<file path="config.mk">
export PLATFORM = sky130hd
export DESIGN_NAME = mmio_uart_tx
export DESIGN_NICKNAME = d
export VERILOG_FILES = /design/src/rtl/riscv_mmio_pkg.sv /design/src/rtl/sync_fifo.sv /design/src/rtl/mmio_uart_tx.sv
export SDC_FILE = /design/constraint.sdc
export NUM_CORES = 1
export LEC_CHECK = 0
export ABC_AREA = 1
export CAP_MARGIN = 20
export CORE_MARGIN = 10
export CORE_UTILIZATION = 53
export DETAILED_ROUTE_END_ITERATION = 6
export GPL_TIMING_DRIVEN = 0
export PLACE_DENSITY = 0.86
export SETUP_SLACK_MARGIN = 0.15
export SYNTH_ARGS = -nofsm -noshare
export SYNTH_HDL_FRONTEND = slang
export SYNTH_HIERARCHICAL = 1
export SYNTH_SLANG_ARGS = --single-unit
</file>
<file path="constraint.sdc">
create_clock -name clk_20M -period 3.8 [get_ports clk_20M]
set_input_delay 0.76 -clock clk_20M [delete_from_list [all_inputs] [get_ports clk_20M]]
set_output_delay 0.76 -clock clk_20M [all_outputs]
set_load 0.005 [all_outputs]
</file>
<file path="src/rtl/riscv_mmio_pkg.sv">
// rtl/riscv_mmio_pkg.sv - shared MMIO address map, UART status layout and FSM encoding
package riscv_mmio_pkg;

    localparam logic [31:0] LED_ADDR        = 32'h0000_1000;
    localparam logic [31:0] UART_TXDATA_OFS = 32'd0;
    localparam logic [31:0] UART_STATUS_OFS = 32'd4;

    localparam int ST_FULL    = 0;
    localparam int ST_EMPTY   = 1;
    localparam int ST_BUSY    = 2;
    localparam int ST_OVF     = 3;
    localparam int ST_OCC_LSB = 4;

    typedef enum logic [1:0] {
        IDLE  = 2'd0,
        START = 2'd1,
        DATA  = 2'd2,
        STOP  = 2'd3
    } uart_state_t;

    // Packs the UART status word; bits above the occupancy field read as zero.
    function automatic logic [31:0] uart_status(
        input logic       full,
        input logic       empty,
        input logic       busy,
        input logic       ovf,
        input logic [3:0] occ
    );
        logic [31:0] s;
        s                  = '0;
        s[ST_FULL]         = full;
        s[ST_EMPTY]        = empty;
        s[ST_BUSY]         = busy;
        s[ST_OVF]          = ovf;
        s[ST_OCC_LSB +: 4] = occ;
        return s;
    endfunction

endpackage

</file>
<file path="src/rtl/sync_fifo.sv">
// rtl/sync_fifo.sv - show-ahead synchronous FIFO with occupancy count
module sync_fifo #(
    parameter int WIDTH = 8,
    parameter int DEPTH = 8
) (
    input  logic                       clk,
    input  logic                       rst,
    input  logic                       push,
    input  logic                       pop,
    input  logic [WIDTH-1:0]           din,
    output logic [WIDTH-1:0]           dout,
    output logic                       full,
    output logic                       empty,
    output logic [$clog2(DEPTH):0]     count
);

    localparam int AW = $clog2(DEPTH);

    logic [WIDTH-1:0] mem [DEPTH];
    logic [AW-1:0]    wr_ptr;
    logic [AW-1:0]    rd_ptr;
    logic             do_push;
    logic             do_pop;

    assign full    = (count == (AW+1)'(DEPTH));
    assign empty   = (count == '0);
    assign do_push = push && !full;
    assign do_pop  = pop && !empty;
    assign dout    = mem[rd_ptr];

    // Storage array; contents need no reset because count gates every read.
    always_ff @(posedge clk) begin
        if (do_push) begin
            mem[wr_ptr] <= din;
        end
    end

    // Pointers wrap naturally since DEPTH is a power of two.
    always_ff @(posedge clk) begin
        if (rst) begin
            wr_ptr <= '0;
            rd_ptr <= '0;
            count  <= '0;
        end else begin
            if (do_push) begin
                wr_ptr <= wr_ptr + AW'(1);
            end
            if (do_pop) begin
                rd_ptr <= rd_ptr + AW'(1);
            end
            count <= count + (AW+1)'(do_push) - (AW+1)'(do_pop);
        end
    end

endmodule

</file>
<file path="src/rtl/mmio_uart_tx.sv">
// rtl/mmio_uart_tx.sv - memory-mapped 8N1 UART transmitter with TX FIFO and status register
module mmio_uart_tx
    import riscv_mmio_pkg::*;
#(
    parameter int          CLK_HZ     = 20000000,
    parameter int          BAUD       = 115200,
    parameter logic [31:0] BASE_ADDR  = 32'h0000_1004,
    parameter int          FIFO_DEPTH = 8
) (
    input  logic        clk_20M,
    input  logic        rst,
    input  logic [31:0] daddr,
    input  logic [31:0] wdata,
    input  logic        dmem_w,
    input  logic        dmem_r,
    output logic [31:0] rdata,
    output logic        tx,
    output logic        tx_busy
);

    localparam int          DIV         = CLK_HZ / BAUD;
    localparam int          CW          = (DIV > 1) ? $clog2(DIV) : 1;
    localparam int          AW          = $clog2(FIFO_DEPTH);
    localparam logic [CW-1:0] CNT_RELOAD = CW'(DIV - 1);
    localparam logic [31:0] TXDATA_ADDR = BASE_ADDR + UART_TXDATA_OFS;
    localparam logic [31:0] STATUS_ADDR = BASE_ADDR + UART_STATUS_OFS;

    uart_state_t   state;
    uart_state_t   state_next;
    logic [CW-1:0] cnt;
    logic [CW-1:0] cnt_next;
    logic [2:0]    idx;
    logic [2:0]    idx_next;
    logic [7:0]    sh;
    logic [7:0]    sh_next;
    logic          tx_next;
    logic          busy_next;

    logic          push_req;
    logic          push_eff;
    logic          status_rd;
    logic          pop;
    logic [7:0]    fifo_dout;
    logic          fifo_full;
    logic          fifo_empty;
    logic [AW:0]   fifo_count;
    logic [AW:0]   count_next;
    logic [3:0]    occ;
    logic [31:0]   status;
    logic          ovf;

    logic          unused_wdata;
    assign unused_wdata = ^wdata[31:8];

    assign push_req  = dmem_w && (daddr == TXDATA_ADDR);
    assign push_eff  = push_req && !fifo_full;
    assign status_rd = dmem_r && (daddr == STATUS_ADDR);

    sync_fifo #(
        .WIDTH (8),
        .DEPTH (FIFO_DEPTH)
    ) u_fifo (
        .clk   (clk_20M),
        .rst   (rst),
        .push  (push_req),
        .pop   (pop),
        .din   (wdata[7:0]),
        .dout  (fifo_dout),
        .full  (fifo_full),
        .empty (fifo_empty),
        .count (fifo_count)
    );

    // Frame sequencer: next state, counters, pop request and the registered line value.
    always_comb begin
        state_next = state;
        cnt_next   = cnt;
        idx_next   = idx;
        sh_next    = sh;
        pop        = 1'b0;
        unique case (state)
            IDLE: begin
                if (!fifo_empty) begin
                    pop        = 1'b1;
                    sh_next    = fifo_dout;
                    cnt_next   = CNT_RELOAD;
                    state_next = START;
                end
            end
            START: begin
                if (cnt == '0) begin
                    cnt_next   = CNT_RELOAD;
                    idx_next   = 3'd0;
                    state_next = DATA;
                end else begin
                    cnt_next = cnt - CW'(1);
                end
            end
            DATA: begin
                if (cnt == '0) begin
                    cnt_next = CNT_RELOAD;
                    if (idx == 3'd7) begin
                        state_next = STOP;
                    end else begin
                        idx_next = idx + 3'd1;
                    end
                end else begin
                    cnt_next = cnt - CW'(1);
                end
            end
            STOP: begin
                if (cnt == '0) begin
                    if (!fifo_empty) begin
                        pop        = 1'b1;
                        sh_next    = fifo_dout;
                        cnt_next   = CNT_RELOAD;
                        state_next = START;
                    end else begin
                        state_next = IDLE;
                    end
                end else begin
                    cnt_next = cnt - CW'(1);
                end
            end
            default: begin
                state_next = IDLE;
            end
        endcase

        // tx and tx_busy are registered from next-state values so they change on the decision edge.
        unique case (state_next)
            START:   tx_next = 1'b0;
            DATA:    tx_next = sh_next[idx_next];
            default: tx_next = 1'b1;
        endcase

        count_next = fifo_count + (AW+1)'(push_eff) - (AW+1)'(pop);
        busy_next  = (state_next != IDLE) || (count_next != '0);
    end

    // Status word; occupancy saturates at 15 so deeper FIFOs still fit the 4-bit field.
    always_comb begin
        occ    = (int'(fifo_count) > 15) ? 4'hF : 4'(fifo_count);
        status = uart_status(fifo_full, fifo_empty, tx_busy, ovf, occ);
    end

    // Transmit state registers; reset aborts any frame and idles the line.
    always_ff @(posedge clk_20M) begin
        if (rst) begin
            state   <= IDLE;
            cnt     <= '0;
            idx     <= '0;
            sh      <= '0;
            tx      <= 1'b1;
            tx_busy <= 1'b0;
        end else begin
            state   <= state_next;
            cnt     <= cnt_next;
            idx     <= idx_next;
            sh      <= sh_next;
            tx      <= tx_next;
            tx_busy <= busy_next;
        end
    end

    // Bus side: sticky overflow and one-cycle-late read data; an overflow wins over a clearing read.
    always_ff @(posedge clk_20M) begin
        if (rst) begin
            ovf   <= 1'b0;
            rdata <= '0;
        end else begin
            if (push_req && fifo_full) begin
                ovf <= 1'b1;
            end else if (status_rd) begin
                ovf <= 1'b0;
            end
            rdata <= status_rd ? status : '0;
        end
    end

endmodule

</file>
==> flow_summary.toml, run 1 <==
[clocking]
cts.sinks = 109
cts.clk_slew.worst_paths_ns = 0.10
cts_hold_buf = 0
post_cts_resized = 0
root_buffer = "clkbuf_8"
cts_max_path_buffers = 2
cts_setup_buffers = 0
numCtsBuffers = 9
h-tree-depth = 3
cts_tree = "done"
insertion_delay_ns = 0.37

[logic_synthesis]
synthSimpleGateAreaFrac_pct = 25.6
ys_warn_count = 6
synth_xor_area_share_pct = 0.611
avgSynthCellArea_um2 = 8.25
synth_top_family_by_area = "simple AND/OR/NAND/NOR gates"
synthArstFlopShare_pct = 0
synth-edff-count = 64
synthCells = 695
synth_ff_type = "edfxtp_1"
synth-seq-cells = 109
synth_mux_area_share_pct = 0
yosysSeqAreaShare_pct = 49.2
yosys.area_share.adder_pct = 4.84
synth_compound_area_share_pct = 5.61
synthDistinctLibCells = 42
syn_area_um2 = 5740

[setup_path]
path_class = "reg -> reg"
cp.required_ns = 4.06
crit_top_cell = "inv_1"
cpLargestDelayFamily = "adder cells"
cp-start-kind = "register"
critical_path.slowest_cell = "fa_1"
endpoint_kind = "register"
arrival_ns = 3.64
path_buf_inv = 6
crit_path_cell_trace = "inv_1 > ha_1 > nand2_4 > inv_1 > inv_1 > nand2_2 > a21oi_1 > ha_1 > inv_1 > ha_1 > inv_1 > fa_1 > inv_1 > o41ai_1 > nand2_1"
path_max_fanout = 7
crit_path_max_incr_delay_ns = 0.48

[floorplan]
core_region_area_um2 = 10400
ios = 102
dieHeight_um = 124
dieArea_um2 = 15400
die_width_um = 124
start_util_pct = 55.1
rows = 37

[detailed_routing]
viasPerCell = 5.01
drt_iter0_drc = 432
wl_mm = 13.3
drc = 0
routedWlPerCell_um = 14.4
via_count = 4625
firstDrtPassIters = 5
antenna_left = 0

[pwr]
powerDensity_nw_per_um2 = 356
power_leakage_nw = 3.15
ir_drop_mv = 0.204

[final_layout]
finalNetCount = 871
diodes = 0
area_growth_pct = 17.1
layout-drive-gt1-share_pct = 10.5

[timing]
worstMarginPinSlew_ns = 0.988
post-route-period-util_pct = 89.1
fmax_mhz = 295
finalHoldViolations = 0
period_needed_ns = 3.39
finalWorstSetupSlack_ns = 0.414
fin_tns_setup_ns = 0
rsz0062_at_grt = "false"
final_max_slew_viol_count = 0
timing.slew.headroom_pct = 33.9
final-setup-viol-count = 0
fin_skew_ns = 0.00895

[global_route]
grt_pass1_wl_mm = 20.7
grt-ovfl-total = 0
grt.total_usage_pct = 16.8
grt_max_degree = 19
antenna_found_initial = 0
grt_pass1_vias = 4564

[place]
io_buffers = 53
pre_cts_ws_ns = 0.103
place_hpwl_mm = 9.72
gp_congestion = 0.895

[status]
status = "complete, no violations"

[min_path]
hp-class = "reg -> reg"

[flow_run]
drv_cap = 0
-- cells in the final DEF, fill, tap and decap left out, types with 2 or more instances in the layout --
cell type / n
inv_1: 125
clkbuf_8: 9
clkbuf_1: 4
xnor2_1: 2
a211oi_1: 2
o21ai_0: 14
fa_1: 2
xor2_1: 2
o21ai_1: 3
buf_4: 27
nor4_1: 8
nand3_4: 2
buf_2: 2
nand4_1: 2
nand3b_1: 2
ha_1: 19
nand2_4: 3
clkdlybuf4s50_1: 53
a21oi_1: 25
nand3_2: 2
nor2_4: 3
nand2_2: 8
inv_2: 6
nor2_2: 2
conb_1: 24
nand2_1: 188
o21ai_2: 2
dfxtp_1: 45
buf_6: 7
nand3_1: 52
edfxtp_1: 64
nor2_1: 61
-- worst paths after layout --
path	slack, ns	depth (start not counted)	from	end
setup reg to reg	0.41	15	u_fifo/count[2]	tx_busy
hold / removal	0.45	2	tx_busy	rdata[2]
setup / recovery	0.41	15	u_fifo/count[2]	tx_busy
hold reg to reg	0.45	2	tx_busy	rdata[2]
-- cells by family (layout without fill, tap and decap cells) --
family | count (synthesis) | count (layout)
flip-flops | 109 | 109
XOR/XNOR | 4 | 4
other | 1 | 24
AO/OA/AOI/OAI | 54 | 54
AND/OR/NAND/NOR | 335 | 335
adder cells (fa/ha/maj) | 21 | 21
buffers and inverters | 171 | 240
-- layout make-up --
cell class	count	area (um2)
buffer	38	299
multi-input combinational	438	2190
sequential	109	2820
clock inverter	5	61.3
timing repair buffer	53	531
fill	803	3700
clock buffer	11	131
inverter	133	507
tap	136	170
-- synthesized netlist by cell type (3+ instances only) --
library cell	instances	share of area, %
o21ai_1	3	0.26
ha_1	19	4.1
a21oi_1	25	2.2
inv_1	125	8.2
edfxtp_1	64	34
dfxtp_1	45	16
buf_4	27	3.5
nor4_1	8	0.87
nand2_4	3	0.59
nand2_1	188	12
nand2_2	8	0.87
nor2_4	3	0.59
inv_2	6	0.39
nand3_1	52	4.5
buf_6	7	1.4
o21ai_0	14	1.2
nor2_1	61	4.0
-- stage by stage --
| step | std cells | power [mW] | utilization [%] | instance area [um2] | hold slack (ns) |
|---|---|---|---|---|---|
| CTS | 923 | 2.39 | 64.5 | 6720 | 0.453 |
| global placement | 907 | 1.69 | 62.6 | 6520 | 0.427 |
| floorplan | 718 | 1.58 | - | 5820 | 0.417 |
| detailed placement | 907 | 1.71 | 62.6 | 6520 | 0.432 |
| global route | 923 | 2.49 | 64.5 | 6720 | 0.485 |
| finish | 923 | 2.39 | 64.5 | 6720 | 0.449 |
-- power breakdown --
| group | switching [mW] | internal (mW) | total (mW) | leakage, nW |
|---|---|---|---|---|
| Sequential | 0.0161 | 1.27 | 1.28 | 0.937 |
| Clock | 0.390 | 0.311 | 0.700 | 0.0935 |
| Combinational | 0.237 | 0.168 | 0.405 | 2.11 |
| Total | 0.643 | 1.75 | 2.39 | 3.15 |
-- worst reg2reg max path, stage by stage, from the launching register on --
cell and delay [ns]:
dfxtp_1 0.37, inv_1 0.09, ha_1 0.28, nand2_4 0.13, inv_1 0.08, inv_1 0.17
nand2_2 0.14, a21oi_1 0.44, ha_1 0.33, inv_1 0.06, ha_1 0.13, inv_1 0.05
fa_1 0.48, inv_1 0.05, o41ai_1 0.38, nand2_1 0.08
-- flip-flops by register name, summed over array words and instances (netlist names), named ones only --
register	count
u_fifo/mem	64
cnt	8
rdata	8
sh	8
u_fifo/count	4
idx	3
u_fifo/rd_ptr	3
u_fifo/wr_ptr	3
state	2
ovf	1
tx	1
tx_busy	1
-- metal layers --
metal | GRT usage [%] | vias up | wire (um)
met5 | 0 | - | 0
met4 | 7.19 | 0 | 234
met3 | 3.39 | 24 | 1060
met2 | 30.5 | 176 | 7020
met1 | 18.7 | 2125 | 4960
li1 | - | 2300 | -
Power figures use the tool's default switching activity.
==> run 2: changes to the inputs <==
--- a/config.mk
+++ b/config.mk
@@ -8,8 +8,9 @@
 export ABC_AREA = 1
 export CAP_MARGIN = 20
 export CORE_MARGIN = 10
-export CORE_UTILIZATION = 53
+export CORE_UTILIZATION = 64
 export DETAILED_ROUTE_END_ITERATION = 6
+export DONT_BUFFER_PORTS = 1
 export GPL_TIMING_DRIVEN = 0
 export PLACE_DENSITY = 0.86
 export SETUP_SLACK_MARGIN = 0.15
==> run 2 against run 1 <==
  * Core utilization is 5.9 points higher
  * Register-to-register slack better by 0.06 ns
  * Non-clock buffer count down 53
  * Via count shrank 5.1%
  * Combinational power down 19%
  * Die area shrank 15%
  * Clock power shrank 6.0%
  * Power decreased by 4.8%
  * Maximum frequency up 1.9%
  * Critical path type unchanged
==> flow_summary.toml, run 2 (same netlist as run 1, synthesis figures left out) <==
[clocking]
cts_setup_buffers = 0
cts_max_path_buffers = 2
h-tree-depth = 3
insertion_delay_ns = 0.37
post_cts_resized = 0
cts_tree = "done"
numCtsBuffers = 9
cts_hold_buf = 0
cts.clk_slew.worst_paths_ns = 0.10
cts.sinks = 109
root_buffer = "clkbuf_8"

[pwr]
p_sw_share_pct = 28.2
powerDensity_nw_per_um2 = 370
power_leakage_nw = 2.94
pwr-share-comb_pct = 14.5
intPower_mw = 1.63
clkPwrFrac_pct = 28.9
total_power_mw = 2.28
seqPwrFrac_pct = 56.6
ir_drop_mv = 0.296
switchingPower_mw = 0.641

[detailed_routing]
drt_iter0_drc = 363
viasPerCell = 5.21
antenna_left = 0
wl_mm = 12.2
routedWlPerCell_um = 14.5
via_count = 4387
firstDrtPassIters = 6
drc = 0

[timing]
fmax_mhz = 301
final_max_slew_viol_count = 0
rsz0062_at_grt = "false"
period_needed_ns = 3.32
worstMarginPinSlew_ns = 0.954
finalHoldViolations = 0
timing.slew.headroom_pct = 36.2
holdWs_ns = 0.447
fin_tns_setup_ns = 0
post-route-period-util_pct = 87.5
fin_skew_ns = 0.0125
final-setup-viol-count = 0

[setup_path]
rr_startpoint = "u_fifo/count[2]"
crit_path_max_incr_delay_ns = 0.48
cp.required_ns = 4.05
crit_top_cell = "inv_1"
path_max_fanout = 7
setup.worst_path.start = "u_fifo/count[2]"
arrival_ns = 3.57
cp-start-kind = "register"
critical_path.slowest_cell = "fa_1"
endpoint_kind = "register"
path_class = "reg -> reg"
crit_path_cell_trace = "inv_1 > ha_1 > nand2_4 > inv_1 > inv_1 > nand2_2 > a21oi_2 > ha_1 > inv_1 > ha_1 > inv_1 > fa_1 > inv_1 > o41ai_1 > nand2_1"

[min_path]
hp-class = "in -> reg"
hold_start = "rst"

[floorplan]
start_util_pct = 65.8
dieArea_um2 = 13200
rows = 34
core_region_area_um2 = 8720
die_width_um = 115
dieHeight_um = 115
ios = 102

[final_layout]
layout-drive-gt1-share_pct = 11.7
finalNetCount = 818
final_cells = 842
largest_reg_flops = 64
regMostFlops = "u_fifo/mem"
final_util_pct = 70.4
final_common_cell = "nand2_1"
diodes = 0
final_cell_mix = "nand2_1, inv_1, edfxtp_1"
fill_cells = 656
area_growth_pct = 7.07

[place]
io_buffers = 0
dp_cells = 826
gp_congestion = 0.922
place_hpwl_mm = 8.87

[flow_run]
drv_cap = 0

[global_route]
grt-ovfl-total = 0
antenna_found_initial = 0
grt_pass1_vias = 4281
grt_max_degree = 20
grt_pass1_wl_mm = 19.6
grt.total_usage_pct = 18.4

[status]
status = "complete, no violations"
run 2: cell count changes in the layout (fill, tap and decap cells not counted), sizes merged:
cell / delta
clkbuf: -1
clkinv: -1
bufinv: -1
inv: +2
clkdlybuf4s50: -53
clkinvlp: +1
run 2: per-stage QoR:
stage | worst slack (ns) | cell area, um2
6_report | 0.477 | 6140
5_1_grt | 0.253 | 6140
4_1_cts | 0.288 | 6140
3_5_place_dp | 0.366 | 5960
3_3_place_gp | 0.519 | 5960
2_1_floorplan | 0.918 | 5820
run 2: worst max-delay path, delay by kind of cell, from the launching register on:
kind,cells,cell delay (ns)
buf+inv,6,0.53
fa+ha+maj,4,1.19
compound gates,2,0.70
simple gates,3,0.36
flops,1,0.42
run 2: path summary, 6_finish.rpt:
| kind | to | slack, ns | depth (start not counted) |
|---|---|---|---|
| worst max register to register | tx_busy | 0.48 | 15 |
| worst min-delay path | u_fifo/count[0] | 0.45 | 1 |
| worst max-delay path | tx_busy | 0.48 | 15 |
| worst min register to register | rdata[3] | 0.46 | 2 |
run 2: area by class of cell:
cell class                      instances  area [um2]  share of cell area (%)
Sequential cell                       109        2820                    46.0
Inverter                              133         507                    8.25
Multi-Input combinational cell        438        2200                    35.8
Buffer                                 38         299                    4.87
Tap cell                              108         135                    2.20
Clock buffer                           10         128                    2.08
Clock inverter                          6        52.6                   0.856
run 2: per-layer routing:
metal | track usage (%) | vias up | share of wire, %
met1 | 21.8 | 2002 | 41
met4 | 8.69 | 0 | 1.9
li1 | - | 2205 | -
met2 | 30.8 | 155 | 50
met3 | 4.40 | 25 | 7.6
met5 | 0 | - | 0
run 2: power groups by stage:
stage          sequential [mW]  clock [mW]  combinational (mW)
3_3_place_gp              1.31           0               0.318
3_5_place_dp              1.31           0               0.325
6_report                  1.29       0.658               0.330
4_1_cts                   1.29       0.668               0.325
2_1_floorplan             1.31           0               0.272
5_1_grt                   1.29       0.717               0.370
==> run 3: changes to the inputs <==
--- a/config.mk
+++ b/config.mk
@@ -7,7 +7,7 @@
 export LEC_CHECK = 0
 export ABC_AREA = 1
 export CAP_MARGIN = 20
-export CORE_MARGIN = 10
+export CORE_MARGIN = 2
 export CORE_UTILIZATION = 64
 export DETAILED_ROUTE_END_ITERATION = 6
 export DONT_BUFFER_PORTS = 1
==> run 3 against run 2 <==
  * Global-route usage rose by 6.1 points
  * Setup slack improved by 0.056 ns
  * Power rose by 3.6%
  * Critical path type unchanged
  * Non-clock buffer count did not move
  * First-iteration DRC count fell by 18%
  * Largest cell class unchanged
==> flow_summary.toml, run 3 (same netlist as run 1, synthesis figures left out) <==
[status]
status = "complete, no violations"

[clocking]
cts_hold_buf = 0
cts.clk_slew.worst_paths_ns = 0.12
cts_max_path_buffers = 2
cts.sinks = 109
cts_setup_buffers = 0
root_buffer = "clkbuf_8"
numCtsBuffers = 9
insertion_delay_ns = 0.38
post_cts_resized = 0
h-tree-depth = 3
cts_tree = "done"

[setup_path]
critical_path.slowest_cell = "fa_1"
cp-start-kind = "register"
regToRegSetupSlack_ns = 0.53
path_buf_inv = 6
rr_startpoint = "u_fifo/count[2]"
r2r_cells = 15
endpoint_kind = "register"
cp.required_ns = 4.07
crit_top_cell = "inv_1"
crit_path_cell_trace = "inv_1 > ha_1 > nand2_4 > inv_1 > inv_1 > nand2_2 > a21oi_2 > ha_1 > inv_1 > ha_1 > inv_1 > fa_1 > inv_1 > o41ai_1 > nand2_1"
r2r_end = "tx_busy"
arrival_ns = 3.54
cpLargestDelayFamily = "adder cells"
path_max_fanout = 7
path_class = "reg -> reg"
crit_path_max_incr_delay_ns = 0.49

[floorplan]
dieHeight_um = 98.7
dieArea_um2 = 9740
core_region_area_um2 = 8720
die_width_um = 98.7
start_util_pct = 65.8
ios = 102
rows = 34

[final_layout]
final_common_cell = "nand2_1"
diodes = 0
multi_input_area_um2 = 2200
seq_area_um2 = 2820
finalNetCount = 818
area_growth_pct = 7.63
final_cell_mix = "nand2_1, inv_1, edfxtp_1"
layout-drive-gt1-share_pct = 11.9
regMostFlops = "u_fifo/mem"
final_util_pct = 70.8
fill_cells = 659
largest_reg_flops = 64

[detailed_routing]
antenna_left = 0
drc = 0
wl_mm = 11.8
via_count = 4389
drt_iter0_drc = 296
routedWlPerCell_um = 14.0
viasPerCell = 5.21
firstDrtPassIters = 5

[global_route]
grt_pass1_wl_mm = 19.1
grt-ovfl-total = 0
grt_pass1_vias = 4193
grt.total_usage_pct = 24.6
antenna_found_initial = 0
grt_max_degree = 24

[pwr]
ir_drop_mv = 0.253
power_leakage_nw = 2.96
powerDensity_nw_per_um2 = 382

[place]
place_hpwl_mm = 8.40
io_buffers = 0
gp_congestion = 0.878

[min_path]
hp-class = "in -> reg"
worst_hold_path.endpoint = "u_fifo/count[1]"
holdPathStages = 1
hold_start = "rst"

[timing]
rsz0062_at_grt = "false"
finalHoldViolations = 0
fin_skew_ns = 0.0123
period_needed_ns = 3.27
final_max_slew_viol_count = 0
final-setup-viol-count = 0
worstMarginPinSlew_ns = 0.931
timing.slew.headroom_pct = 37.7
post-route-period-util_pct = 86.0
fin_tns_setup_ns = 0
fmax_mhz = 306

[flow_run]
drv_cap = 0
==> run 3: changes by cell type in the layout (fill, tap and decap cells not counted), sizes merged <==
cell	change
clkbuf	-1
clkinv	+1
clkinvlp	-2
inv	+2
==> run 3: cell type report <==
cell class	count	share of cell area [%]
tap	108	2.19
sequential	109	45.7
inverter	133	8.21
clock buffer	9	2.01
buffer	38	4.84
clock inverter	7	1.44
multi-input combinational	438	35.6
==> run 3: through the flow <==
stage	total power, mW	instance area [um2]	std cells	hold slack (ns)	setup slack (ns)
3_3_place_gp	1.64	5960	826	0.430	0.505
2_1_floorplan	1.58	5820	718	0.417	0.918
3_5_place_dp	1.64	5960	826	0.435	0.366
6_report	2.36	6170	842	0.429	0.532
5_1_grt	2.45	6170	842	0.410	0.319
4_1_cts	2.36	6170	842	0.413	0.342
==> run 3: worst reg2reg max path, delay by kind of cell (launching register included) <==
kind                     cells  cell delay, ns
buffers and inverters        6            0.52
adder cells (fa/ha/maj)      4            1.20
AO/OA/AOI/OAI                2            0.67
flip-flops                   1            0.42
AND/OR/NAND/NOR              3            0.35
==> run 3: how the worst max path moves through the flow <==
stage | endpoint | from | cells after the start
final | tx_busy | u_fifo/count[2] | 15
after global placement | tx_busy | u_fifo/count[2] | 15
after detailed placement | tx_busy | u_fifo/count[2] | 15
after global routing | tx_busy | u_fifo/count[2] | 15
after CTS | tx_busy | u_fifo/count[2] | 15
after floorplan | tx_busy | u_fifo/count[2] | 15
==> run 3: metal layers <==
| layer | track usage (%) | share of wire [%] |
|---|---|---|
| met1 | 30.8 | 41 |
| met2 | 42.6 | 50 |
| met3 | 5.53 | 6.8 |
| met4 | 7.38 | 1.4 |
| met5 | 0 | 0 |
==> run 3: report_power, final <==
group          internal [mW]  leakage (nW)  total (mW)  switching (mW)
clock                  0.276         0.107       0.739           0.463
sequential              1.27         0.937        1.29          0.0168
combinational          0.113          1.91       0.332           0.218
